`config.mk`:
```
export PLATFORM = sky130hd
export DESIGN_NAME = button_conditioner
export DESIGN_NICKNAME = d
export VERILOG_FILES = /design/src/rtl/button_conditioner.sv
export SDC_FILE = /design/constraint.sdc
export NUM_CORES = 1
export LEC_CHECK = 0
export BUFFER_PORTS_ARGS = -buffer_cell sky130_fd_sc_hd__buf_2
export CAP_MARGIN = 0
export CORE_MARGIN = 2
export CORE_UTILIZATION = 40
export CTS_BUF_LIST = sky130_fd_sc_hd__clkbuf_8
export DETAILED_ROUTE_END_ITERATION = 8
export MAX_ROUTING_LAYER = met4
export PLACE_DENSITY = 0.54
export SYNTH_ARGS = -nofsm -noshare
export SYNTH_HDL_FRONTEND = slang
export SYNTH_SLANG_ARGS = --single-unit
```
`constraint.sdc`:
```
create_clock -name clk -period 1.8 [get_ports clk]
set_input_delay 0.09 -clock clk [delete_from_list [all_inputs] [get_ports clk]]
set_output_delay 0.09 -clock clk [all_outputs]
set_load 0.1 [all_outputs]
```
`src/rtl/button_conditioner.sv`:
```
// button_conditioner
//   Turns the four raw active-low board push buttons into clean single-cycle
//   move commands for the cursor mover. Each button is synchronised and
//   debounced. The block emits one command per press, and optionally repeats
//   the command while the button is held.
//
//   clk        in   system clock
//   reset      in   asynchronous reset, active-low (0 = reset)
//   raw_btn    in   [3:0] raw buttons, active-low: [3]=up [2]=left [1]=down [0]=right
//   btn_code   out  [3:0] active-low one-cold move code, 4'b1111 when idle
//   btn_valid  out  high for the single cycle btn_code carries a command
//   btn_held   out  [3:0] debounced level per button, active-high
//
//   state    | meaning
//   ---------+-------------------------------------------------------------
//   S_IDLE   | no key pressed, waiting for a single key
//   S_HOLD   | one key held, counting down to the first repeat
//   S_REPEAT | one key held, repeating every REPEAT_PERIOD cycles
//   S_LOCK   | chord seen; silent until every key is released
module button_conditioner #(
  parameter int DEBOUNCE_CYCLES = 500_000,
  parameter int REPEAT_DELAY    = 25_000_000,
  parameter int REPEAT_PERIOD   = 10_000_000,
  parameter bit REPEAT_EN       = 1'b1
) (
  input  logic       clk,
  input  logic       reset,
  input  logic [3:0] raw_btn,
  output logic [3:0] btn_code,
  output logic       btn_valid,
  output logic [3:0] btn_held
);

  localparam int DW = $clog2(DEBOUNCE_CYCLES + 1);
  localparam int RMAX = (REPEAT_DELAY > REPEAT_PERIOD) ? REPEAT_DELAY : REPEAT_PERIOD;
  localparam int RW = $clog2(RMAX + 1);
  localparam logic [DW-1:0] DB_LAST     = DW'(DEBOUNCE_CYCLES - 1);
  localparam logic [RW-1:0] DELAY_LOAD  = RW'(REPEAT_DELAY - 1);
  localparam logic [RW-1:0] PERIOD_LOAD = RW'(REPEAT_PERIOD - 1);

  typedef enum logic [1:0] {S_IDLE, S_HOLD, S_REPEAT, S_LOCK} state_t;

  logic [3:0]    sync1, sync2;
  logic [3:0]    pressed_sync;
  logic [3:0]    stable;          // debounced, active-high
  logic [DW-1:0] db_cnt [4];

  state_t        state, next_state;
  logic [3:0]    key, next_key;
  logic [RW-1:0] rpt_cnt, next_cnt;
  logic          emit;
  logic [3:0]    emit_code;
  logic          one_hot;

  // Synchroniser flops rest at 1 so that reset looks like "all released".
  always_ff @(posedge clk or negedge reset) begin
    if (!reset) begin
      sync1 <= 4'hF;
      sync2 <= 4'hF;
    end else begin
      sync1 <= raw_btn;
      sync2 <= sync1;
    end
  end

  assign pressed_sync = ~sync2;

  // A level is accepted on the DEBOUNCE_CYCLES-th consecutive mismatching
  // cycle. Any agreement in between restarts the count, which drops glitches.
  always_ff @(posedge clk or negedge reset) begin
    if (!reset) begin
      stable <= 4'h0;
      for (int i = 0; i < 4; i++) db_cnt[i] <= '0;
    end else begin
      for (int i = 0; i < 4; i++) begin
        if (pressed_sync[i] == stable[i]) begin
          db_cnt[i] <= '0;
        end else if (db_cnt[i] == DB_LAST) begin
          stable[i] <= pressed_sync[i];
          db_cnt[i] <= '0;
        end else begin
          db_cnt[i] <= db_cnt[i] + 1'b1;
        end
      end
    end
  end

  assign one_hot = (stable != 4'h0) && ((stable & (stable - 4'h1)) == 4'h0);

  always_ff @(posedge clk or negedge reset) begin
    if (!reset) begin
      state     <= S_IDLE;
      key       <= 4'h0;
      rpt_cnt   <= '0;
      btn_code  <= 4'hF;
      btn_valid <= 1'b0;
      btn_held  <= 4'h0;
    end else begin
      state     <= next_state;
      key       <= next_key;
      rpt_cnt   <= next_cnt;
      btn_code  <= emit ? emit_code : 4'hF;
      btn_valid <= emit;
      btn_held  <= stable;
    end
  end

  always_comb begin
    next_state = state;
    next_key   = key;
    next_cnt   = rpt_cnt;
    emit       = 1'b0;
    emit_code  = ~key;
    unique case (state)
      S_IDLE: begin
        if (one_hot) begin
          emit       = 1'b1;
          emit_code  = ~stable;
          next_key   = stable;
          next_cnt   = DELAY_LOAD;
          next_state = S_HOLD;
        end else if (stable != 4'h0) begin
          next_state = S_LOCK;
        end
      end
      S_HOLD, S_REPEAT: begin
        // Release is checked first so it beats a repeat due in the same cycle.
        if (stable == 4'h0) begin
          next_state = S_IDLE;
        end else if (stable != key) begin
          next_state = S_LOCK;
        end else if (REPEAT_EN && rpt_cnt == '0) begin
          emit       = 1'b1;
          next_cnt   = PERIOD_LOAD;
          next_state = S_REPEAT;
        end else if (rpt_cnt != '0) begin
          next_cnt = rpt_cnt - 1'b1;
        end
      end
      S_LOCK: begin
        if (stable == 4'h0) next_state = S_IDLE;
      end
      default: next_state = S_IDLE;
    endcase
  end

endmodule

```
# ---- Word-level counts from Yosys, hierarchy flattened
# Index checks and enable logic that the tools add are counted.
dict set report totals {
  ff_bits 128
  inputBits 6
  output_inout_bits 9
  word_cells 94
}
dict set report classes {
  n_addsub 6
  n_eq_ne 19
  n_mux 29
  bitwise_logic 8
  n_reduce_logical 16
}
# operator n
set op_table {}
lappend op_table {{$mux W19} 8}
lappend op_table {{$mux W25} 5}
lappend op_table {{$add A19 B1 Y19 const B} 4}
lappend op_table {{$eq A19 B19 Y1 const B} 4}
lappend op_table {{$pmux W25 S2} 1}
lappend op_table {{$logic_not A25 Y1} 1}
lappend op_table {{$reduce_bool A25 Y1} 1}
lappend op_table {{$sub A25 B1 Y25 const B} 1}
lappend op_table {{$mux W2} 6}
lappend op_table {{$mux W4} 3}
lappend op_table {{$not A4 Y4} 3}
lappend op_table {{$reduce_and A2 Y1} 5}
lappend op_table {{$logic_not A4 Y1} 2}
lappend op_table {{$ne A2 B2 Y1 const B} 4}
lappend op_table {{$ne A3 B3 Y1 const B} 2}
lappend op_table {{$pmux W2 S3} 1}
lappend op_table {{$reduce_and A5 Y1} 1}
lappend op_table {{$and A4 B4 Y4} 1}
lappend op_table {{$eq A1 B1 Y1} 4}
lappend op_table {{$eq A2 B2 Y1 const B} 2}
lappend op_table {{$mux W1} 4}
lappend op_table {{$ne A4 B4 Y1} 1}
lappend op_table {{$ne A4 B4 Y1 const B} 1}
lappend op_table {{$not A1 Y1} 4}
lappend op_table {{9 further kinds} 9}

# ---- Longest topological paths before layout
# Gate-level depths: netlist of run 1.
dict set report logic_depth {
  depth_word 7
  ltp_mapped 8
  mapped_depth_nobuf 7
}

# ---- Worst setup path after synthesis of run 1
# OpenSTA, ideal clock, no wires.
dict set report synth_timing {
  path_kind {reg2reg}
  startpoint {reg stable[1]}
  endpoint {reg rpt_cnt[1]}
  setup_ns 0.128
  arrival_ns 1.879
  required_time_ns 1.672
  setup_slack_ns -0.206
  stages_incl_launch_ff 8
  synth_period_minus_slack_ns 2.006
  cell_sequence {dfrtp_1 > buf_6 > or3_4 > nand2b_4 > and2_4 > buf_6 > o21ai_4 > mux2_1}
}
dict set report synth_between {
  elab_chain_len 6
  word_cells_on_any_way 11
  classes_between {add/sub: 1; eq/ne: 4; bitwise: 1; reduce/logical: 5}
}
# item line
set synth_rtl {}
lappend synth_rtl {{start: declaration} 45} ;# logic [3:0] stable;
lappend synth_rtl {{start signal: indexed assignment} 79} ;# stable[i] <= pressed_sync[i];
lappend synth_rtl {{$sub A4 B1 Y4} 88} ;# assign one_hot = (stable != 4'h0) && ((stable & (stable - 4'h1)) == 4'h0);
lappend synth_rtl {{$and A4 B4 Y4} 88}
lappend synth_rtl {{$logic_not A4 Y1} 88}
lappend synth_rtl {{$logic_and A1 B1 Y1} 88}
lappend synth_rtl {{$ne A2 B2 Y1 (no source line)} n/a}
lappend synth_rtl {{$reduce_and A5 Y1 (no source line) *} n/a}
lappend synth_rtl {{end signal: assignment} 101} ;# rpt_cnt <= next_cnt;
lappend synth_rtl {{end: declaration} 50} ;# logic [RW-1:0] rpt_cnt, next_cnt;
# Every way passes the cells marked *; elsewhere a longest branch is shown, timed or not.
# A chain may end at the register's enable or synchronous reset.

# ---- Worst setup path after layout of run 1
dict set report layout_timing {
  startpoint {reg stable[2]}
  endpoint {reg rpt_cnt[11]}
}
# Same word-level chain as after synthesis.

==> results of run 1 <==
-- worst max-delay path: stages, from the launching register on --
cell and delay, ns:
dfrtp_1 0.39, buf_4 0.14, or3_4 0.38, nand2b_4 0.18, a21oi_1 0.17, buf_4 0.20
o31ai_2 0.08, a221o_1 0.31
-- worst min-delay path by stage --
stage,start,endpoint
6_report,reset,rpt_cnt[15]$_DFFE_PN0P_
3_3_place_gp,reset,rpt_cnt[15]$_DFFE_PN0P_
3_5_place_dp,reset,rpt_cnt[15]$_DFFE_PN0P_
2_1_floorplan,reset,btn_held[0]$_DFF_PN0_
4_1_cts,reset,rpt_cnt[15]$_DFFE_PN0P_
5_1_grt,reset,rpt_cnt[15]$_DFFE_PN0P_
-- routing by layer --
metal	track usage	routed length (um)
met1	0.255	7340
met2	0.282	6950
met3	0.0401	470
met4	0.0592	230
met5	-	0
-- placed cells by master (no fill, tap or decap), types with 4 or more instances in the layout --
master / instances
xor2_1: 31
bufinv_16: 4
dlygate4sd3_1: 5
nor4_1: 8
and4_1: 4
nand3_2: 4
o21ai_0: 5
buf_12: 6
buf_6: 8
dfstp_2: 12
inv_1: 25
dfrtp_1: 113
or2_2: 5
o31ai_1: 4
o211ai_1: 7
nor4_4: 5
nand3b_1: 5
nor4_2: 6
nand2_1: 37
buf_4: 112
clkbuf_8: 18
mux2_2: 5
or3_1: 7
xnor2_1: 43
nand4_1: 18
nor3_1: 23
a211oi_2: 4
ha_1: 5
buf_2: 13
nor3_2: 4
and3_1: 11
o21ai_1: 5
nor2_1: 114
a21oi_1: 4
nand3_1: 33
-- registers in the layout (all words and copies together), names as in the netlist --
name       count
rpt_cnt       25
stable         4
sync1          4
key            4
state          2
btn_code       4
btn_held       4
btn_valid      1
db_cnt        76
sync2          4
-- stage by stage --
step	instances	hold slack, ns
after floorplan	658	-0.206
after global placement	971	0.0777
after detailed placement	971	0.0851
after CTS	1023	0.145
after global routing	1029	0.151
final	1029	0.151
-- repair_timing --
action                                  4_1_cts  5_1_grt
endpoints found under the setup margin       33      104
gates resized for setup                      50       41
cloned                                        2        0
hold endpoints to repair                     83        0
hold buffers                                  5        0
setup buffers                                13        6
pin swaps                                    31       25
-- logic make-up after synthesis --
kind of cell | after synthesis | share of synthesized area
mux | 11 | 0.0182
buf+inv | 48 | 0.0407
flops | 128 | 0.494
simple gates | 317 | 0.243
compound gates | 68 | 0.0832
xor+xnor | 77 | 0.104
fa+ha+maj | 9 | 0.0173
-- layout make-up --
type                            count  area share
Multi-Input combinational cell    483       0.401
Sequential cell                   128       0.369
Tap cell                          216      0.0309
Clock inverter                     14      0.0218
Timing Repair Buffer              146       0.138
Clock buffer                       18      0.0284
Inverter                           24      0.0105
-- power groups by stage --
stage	Combinational (mW)	Sequential [mW]	Clock, mW
CTS	0.183	2.94	2.81
detailed placement	0.173	2.99	0
global route	0.214	2.94	2.96
global placement	0.168	2.99	0
finish	0.183	2.94	2.72
floorplan	0.0653	2.99	0
==> summary.md, run 1 <==
| Metric | Value |
|---|---|
| CTS Buf Count | `17` |
| Placer Congestion | `0.849` |
| Clock Path Buffers | `2` |
| Multi-input gate area | `3500 sq um` |
| P&R area growth vs syn | `34.1%` |
| ANT cells | `0` |
| Psw | `1.32 mW` |
| Tmin final | `1.97 ns` |
| Synth warn | `0` |
| CTS tree | `yes` |
| Chip width | `132 um` |
| Clk_lat worst skew | `0.44 ns` |
| Flop pwr share | `0.503` |
| Final instance area | `8730 sq um` |
| Tcrit/Tclk final | `1.10` |
| Post-synthesis cell count | `658` |
| CTS clk-pin slew, worst paths | `0.08 ns` |
| Crit start category | `register` |
| Iter 0 DRT Violations | `258` |
| Ys flop type | `dfrtp_1` |
| Row Count | `46` |
| Post-DP Area | `7600 sq um` |
| Cell area after synthesis | `6510 sq um` |
| Die Span Y | `132 um` |
| Peak Freq | `507 MHz` |
| Critical path arrival | `2.30 ns` |
| Vias | `5217` |
| Gr ovfl total | `0` |
| H-tree depth | `4` |
| Initial Util | `0.410` |
| Commonest cells in the netlist | `116 x dfrtp_1, 116 x nor2_1, 44 x xnor2_1, 40 x nand2_1, 37 x nand3_1` |
| Synth cell types | `71` |
| Seq cells post-synth | `128` |
| Fraction of layout cells with a size suffix above 1 | `0.338` |
| Final WL | `15000 um` |
| Critical Path End | `rpt_cnt[11]$_DFFE_PN0P_` |
| Die ar. | `17300 sq um` |
| Detailed placement HPWL | `10200 um` |
| Final setup violation count | `32` |
| Post-synth ARST share | `1.00` |
| Max Slew Vio Count | `0` |
| R2R Setup Slk | `-0.17 ns` |
| Crit end category | `register` |
| R2R Path End | `rpt_cnt[11]$_DFFE_PN0P_` |
| Largest net degree at the start of global routing | `35` |
| Critical path type | `register to register` |
| Least-Margin Pin Slew | `0.503 ns` |
| Final Total Pwr | `5.85 mW` |
| Status | `complete, but fails checks` |
| Final Hold Viols | `0` |
| Failing checks | `negative setup slack` |
| Max VDD drop | `0.511 mV` |
| Internal power | `4.53 mW` |
| Core area | `15900 sq um` |
| Sequential standard cell area | `3220 sq um` |
| Antenna violations before repair | `0` |
| Overall Global Routing Usage | `0.188` |
| # fillers | `1418` |
| RR Startpoint | `stable[2]$_DFFE_PN0P_` |
| # port buffers | `14` |
| Crit path launch | `stable[2]$_DFFE_PN0P_` |
| Post-Route Utilization | `0.550` |
| Post-synthesis average cell area | `9.90 sq um` |
| Synth Net Count | `673` |
| First-pass GRT wire length | `25600 um` |
| Clock root buffer | `clkbuf_8` |
| Slew margin rel. | `0.667` |
| Power per cell area | `669 nW/um^2` |
| Worst R2R Path Depth | `7` |
| Share of the synthesized area in the top cell type | `0.446` |
| Hold Path Class | `input pin to async pin` |
| Combinational Power Share | `0.031` |
| Post-route ant nets | `0` |
| Net Sw Frac | `0.226` |
| Clock group share of total power | `0.466` |
| TNS Setup | `-2.88 ns` |
| P_leak | `3.85 nW` |
| EDFF count, synth | `0` |
| Vias/cell | `5.07` |
| Post-place setup slack | `-0.220 ns` |
| CTS sink cnt | `128` |
| RSZ-0062 raised after global routing | `true` |
| Final Skew | `0.0103 ns` |
| Top cells by area, synth | `dfrtp_1 45%, nor2_1 6.7%, xnor2_1 5.9%` |
| Crit path max fanout | `6` |
| Routed WL per cell | `14.6 um` |
| Max cap viols | `0` |
| Vias in the first global route | `5201` |
| Drt drc | `0` |
| Post-synth top area cell | `dfrtp_1` |
| Sequential share of the synthesized area | `0.494` |
| I/O pin count | `15` |
| Drt first pass iters | `4` |
| CP required | `2.13 ns` |
| Nets@finish | `815` |
| Fin worst setup slack | `-0.173 ns` |
No activity file was read; power rests on OpenSTA's default activity.
==> inputs of run 2 (changes only) <==
- SETUP_SLACK_MARGIN: not set -> 0.05
- TNS_END_PERCENT: not set -> 50
==> run 2 against run 1 <==
The run still ends with negative setup slack left. Sequential share of layout area down 0.063 points. Maximum frequency down 1.1%. Clock-buffer cell count up 3. Core utilization up 0.095 points. Die area unchanged. First-iteration DRC count up 4.3%. Combinational power down 2%. Register-to-register slack worse by 0.02 ns. Worst hold slack worse by 0.063 ns. Clock power down 9.9%. Clock skew up 0.0016 ns. Critical path depth unchanged. Critical path type unchanged. Critical endpoint is now rpt_cnt[7]$_DFFE_PN0P_.
==> summary.md, run 2 (synthesized netlist as in run 1, its figures left out) <==
| Metric | Value |
|---|---|
| Status | `complete, but fails checks` |
| Failing checks | `negative setup slack` |
| Hold Path Class | `input pin to async pin` |
| I/O pin count | `15 (unchanged)` |
| Final Skew | `0.0118 ns (+0.00158 ns)` |
| Commonest cells after routing, fill and taps aside | `114 x nor2_1, 113 x dfrtp_1, 100 x buf_4` |
| Fin worst setup slack | `-0.194 ns (-0.0214 ns)` |
| Peak Freq | `502 MHz (-1.1%)` |
| Die Span Y | `132 um (unchanged)` |
| Commonest non-fill, non-tap cell in the layout | `nor2_1` |
| Crit end category | `register` |
| Iter 0 DRT Violations | `269 (+4.3%)` |
| ANT cells | `0 (unchanged)` |
| TNS Setup | `-3.96 ns (-1.08 ns)` |
| P&R area growth vs syn | `34.3%` |
| CTS Buf Count | `17 (unchanged)` |
| Post-route ant nets | `0 (unchanged)` |
| Max cap viols | `0 (unchanged)` |
| Biggest regs | `db_cnt: 76 flops, rpt_cnt: 25 flops` |
| P_leak | `3.85 nW (about the same)` |
| # port buffers | `14 (unchanged)` |
| Clk_lat worst skew | `0.45 ns (about the same)` |
| Clock Path Buffers | `2 (unchanged)` |
| Crit path max fanout | `5 (-1)` |
| Sequential standard cell area | `3220 sq um (unchanged)` |
| Power per cell area | `638 nW/um^2 (-4.7%)` |
| Tmin final | `1.99 ns (+0.0214 ns)` |
| Final setup violation count | `32 (unchanged)` |
| Drt first pass iters | `5 (+1)` |
| Fraction of layout cells with a size suffix above 1 | `0.349 (+0.0107)` |
| H-tree depth | `4 (unchanged)` |
| # fillers | `1402 (-1.1%)` |
| Post-Place Cells | `969 (-0.21%)` |
| Final Hold Viols | `0 (unchanged)` |
| First-pass GRT wire length | `26100 um (+1.9%)` |
| Nets@finish | `813 (-0.25%)` |
| Die ar. | `17300 sq um (unchanged)` |
| Final Non-Filler Cells | `1027 (-0.19%)` |
| Max VDD drop | `0.577 mV (+13%)` |
| Largest Register | `db_cnt` |
| Core area | `15900 sq um (unchanged)` |
| Gr ovfl total | `0 (unchanged)` |
| Placer Congestion | `0.878 (+3.3%)` |
| Least-Margin Pin Slew | `0.499 ns (-0.00446 ns)` |
| Drt drc | `0 (unchanged)` |
| Slew margin rel. | `0.670 (+0.00295)` |
| Max Slew Vio Count | `0 (unchanged)` |
| Vias | `5338 (+2.3%)` |
| Antenna violations before repair | `0 (unchanged)` |
| Vias/cell | `5.20 (+2.5%)` |
| Final Total Pwr | `5.58 mW (-4.5%)` |
| CTS tree | `yes` |
| CP required | `2.16 ns (+0.03 ns)` |
| RSZ-0062 raised after global routing | `true` |
| Initial Util | `0.410 (unchanged)` |
| Overall Global Routing Usage | `0.191 (+0.00341)` |
| Tcrit/Tclk final | `1.11 (+0.0119)` |
| Final WL | `15800 um (+5.5%)` |
| Post-place setup slack | `-0.240 ns (-0.0200 ns)` |
| Vias in the first global route | `5287 (+1.7%)` |
| CTS clk-pin slew, worst paths | `0.08 ns (about the same)` |
| Row Count | `46 (unchanged)` |
| Max FFs per register | `76 (unchanged)` |
| Post-Route Utilization | `0.551 (+0.000946)` |
| Largest net degree at the start of global routing | `57 (+63%)` |
| Multi-input gate area | `3610 sq um (+2.9%)` |
| Critical path arrival | `2.35 ns (+0.05 ns)` |
| Detailed placement HPWL | `10500 um (+2.9%)` |
| Chip width | `132 um (unchanged)` |
| Routed WL per cell | `15.4 um (+5.7%)` |
| Clock root buffer | `clkbuf_8` |
| Critical path type | `register to register` |
| Crit start category | `register` |
| CTS sink cnt | `128 (unchanged)` |
run 2: cell type report:
class | instances | area share
Multi-Input combinational cell | 486 | 0.412
Sequential cell | 128 | 0.368
Timing Repair Buffer | 141 | 0.134
Clock buffer | 21 | 0.0330
Tap cell | 216 | 0.0309
Clock inverter | 11 | 0.0116
Inverter | 24 | 0.0104
run 2: path summary, 6_finish.rpt:
check | from | to | slack, ns | depth (start not counted)
hold / removal | reset | rpt_cnt[6]$_DFFE_PN0P_ | 0.09 | 2
hold reg to reg | sync1[1]$_DFF_PN1_ | sync2[1]$_DFF_PN1_ | 0.36 | 0
setup reg to reg | stable[2]$_DFFE_PN0P_ | rpt_cnt[7]$_DFFE_PN0P_ | -0.19 | 7
max in group asynchronous | reset | btn_code[0]$_DFF_PN1_ | 1.03 | 3
min in group clk | raw_btn[1] | sync1[1]$_DFF_PN1_ | 0.29 | 2
setup / recovery | stable[2]$_DFFE_PN0P_ | rpt_cnt[7]$_DFFE_PN0P_ | -0.19 | 7
run 2: what timing repair did:
item / CTS / global route
hold buffers: 5 / 0
buffers inserted: 7 / 11
hold endpoints to repair: 122 / 0
cloned: 0 / 4
endpoints found under the setup margin: 41 / 109
gates resized for setup: 36 / 75
pin swaps: 15 / 36
run 2: report_power, final:
part | internal [mW] | switching (mW) | leakage [nW]
Sequential | 2.91 | 0.0318 | 1.73
Clock | 1.35 | 1.11 | 0.218
Combinational | 0.0685 | 0.111 | 1.90
Total | 4.33 | 1.25 | 3.85
run 2: worst max-delay path, stage by stage (launching register included):
cell,delay (ns)
dfrtp_1,0.39
buf_6,0.13
or3_4,0.38
a31oi_4,0.16
buf_6,0.16
nand2_4,0.08
or3_4,0.35
o311ai_2,0.25
run 2: per-stage QoR:
stage	area, sq um	hold slack (ns)
3_5_place_dp	7590	0.0305
4_1_cts	8270	0.0824
3_3_place_gp	7590	0.0303
5_1_grt	8750	0.0969
6_report	8750	0.0878
2_1_floorplan	6590	-0.206
run 2: metal layers:
metal  up-vias  share of wire  global-route usage
met5         -              0                   -
met1      2627           0.46               0.250
li1       2578              -                   -
met4         0          0.019              0.0616
met2       105           0.48               0.293
met3        28          0.040              0.0459
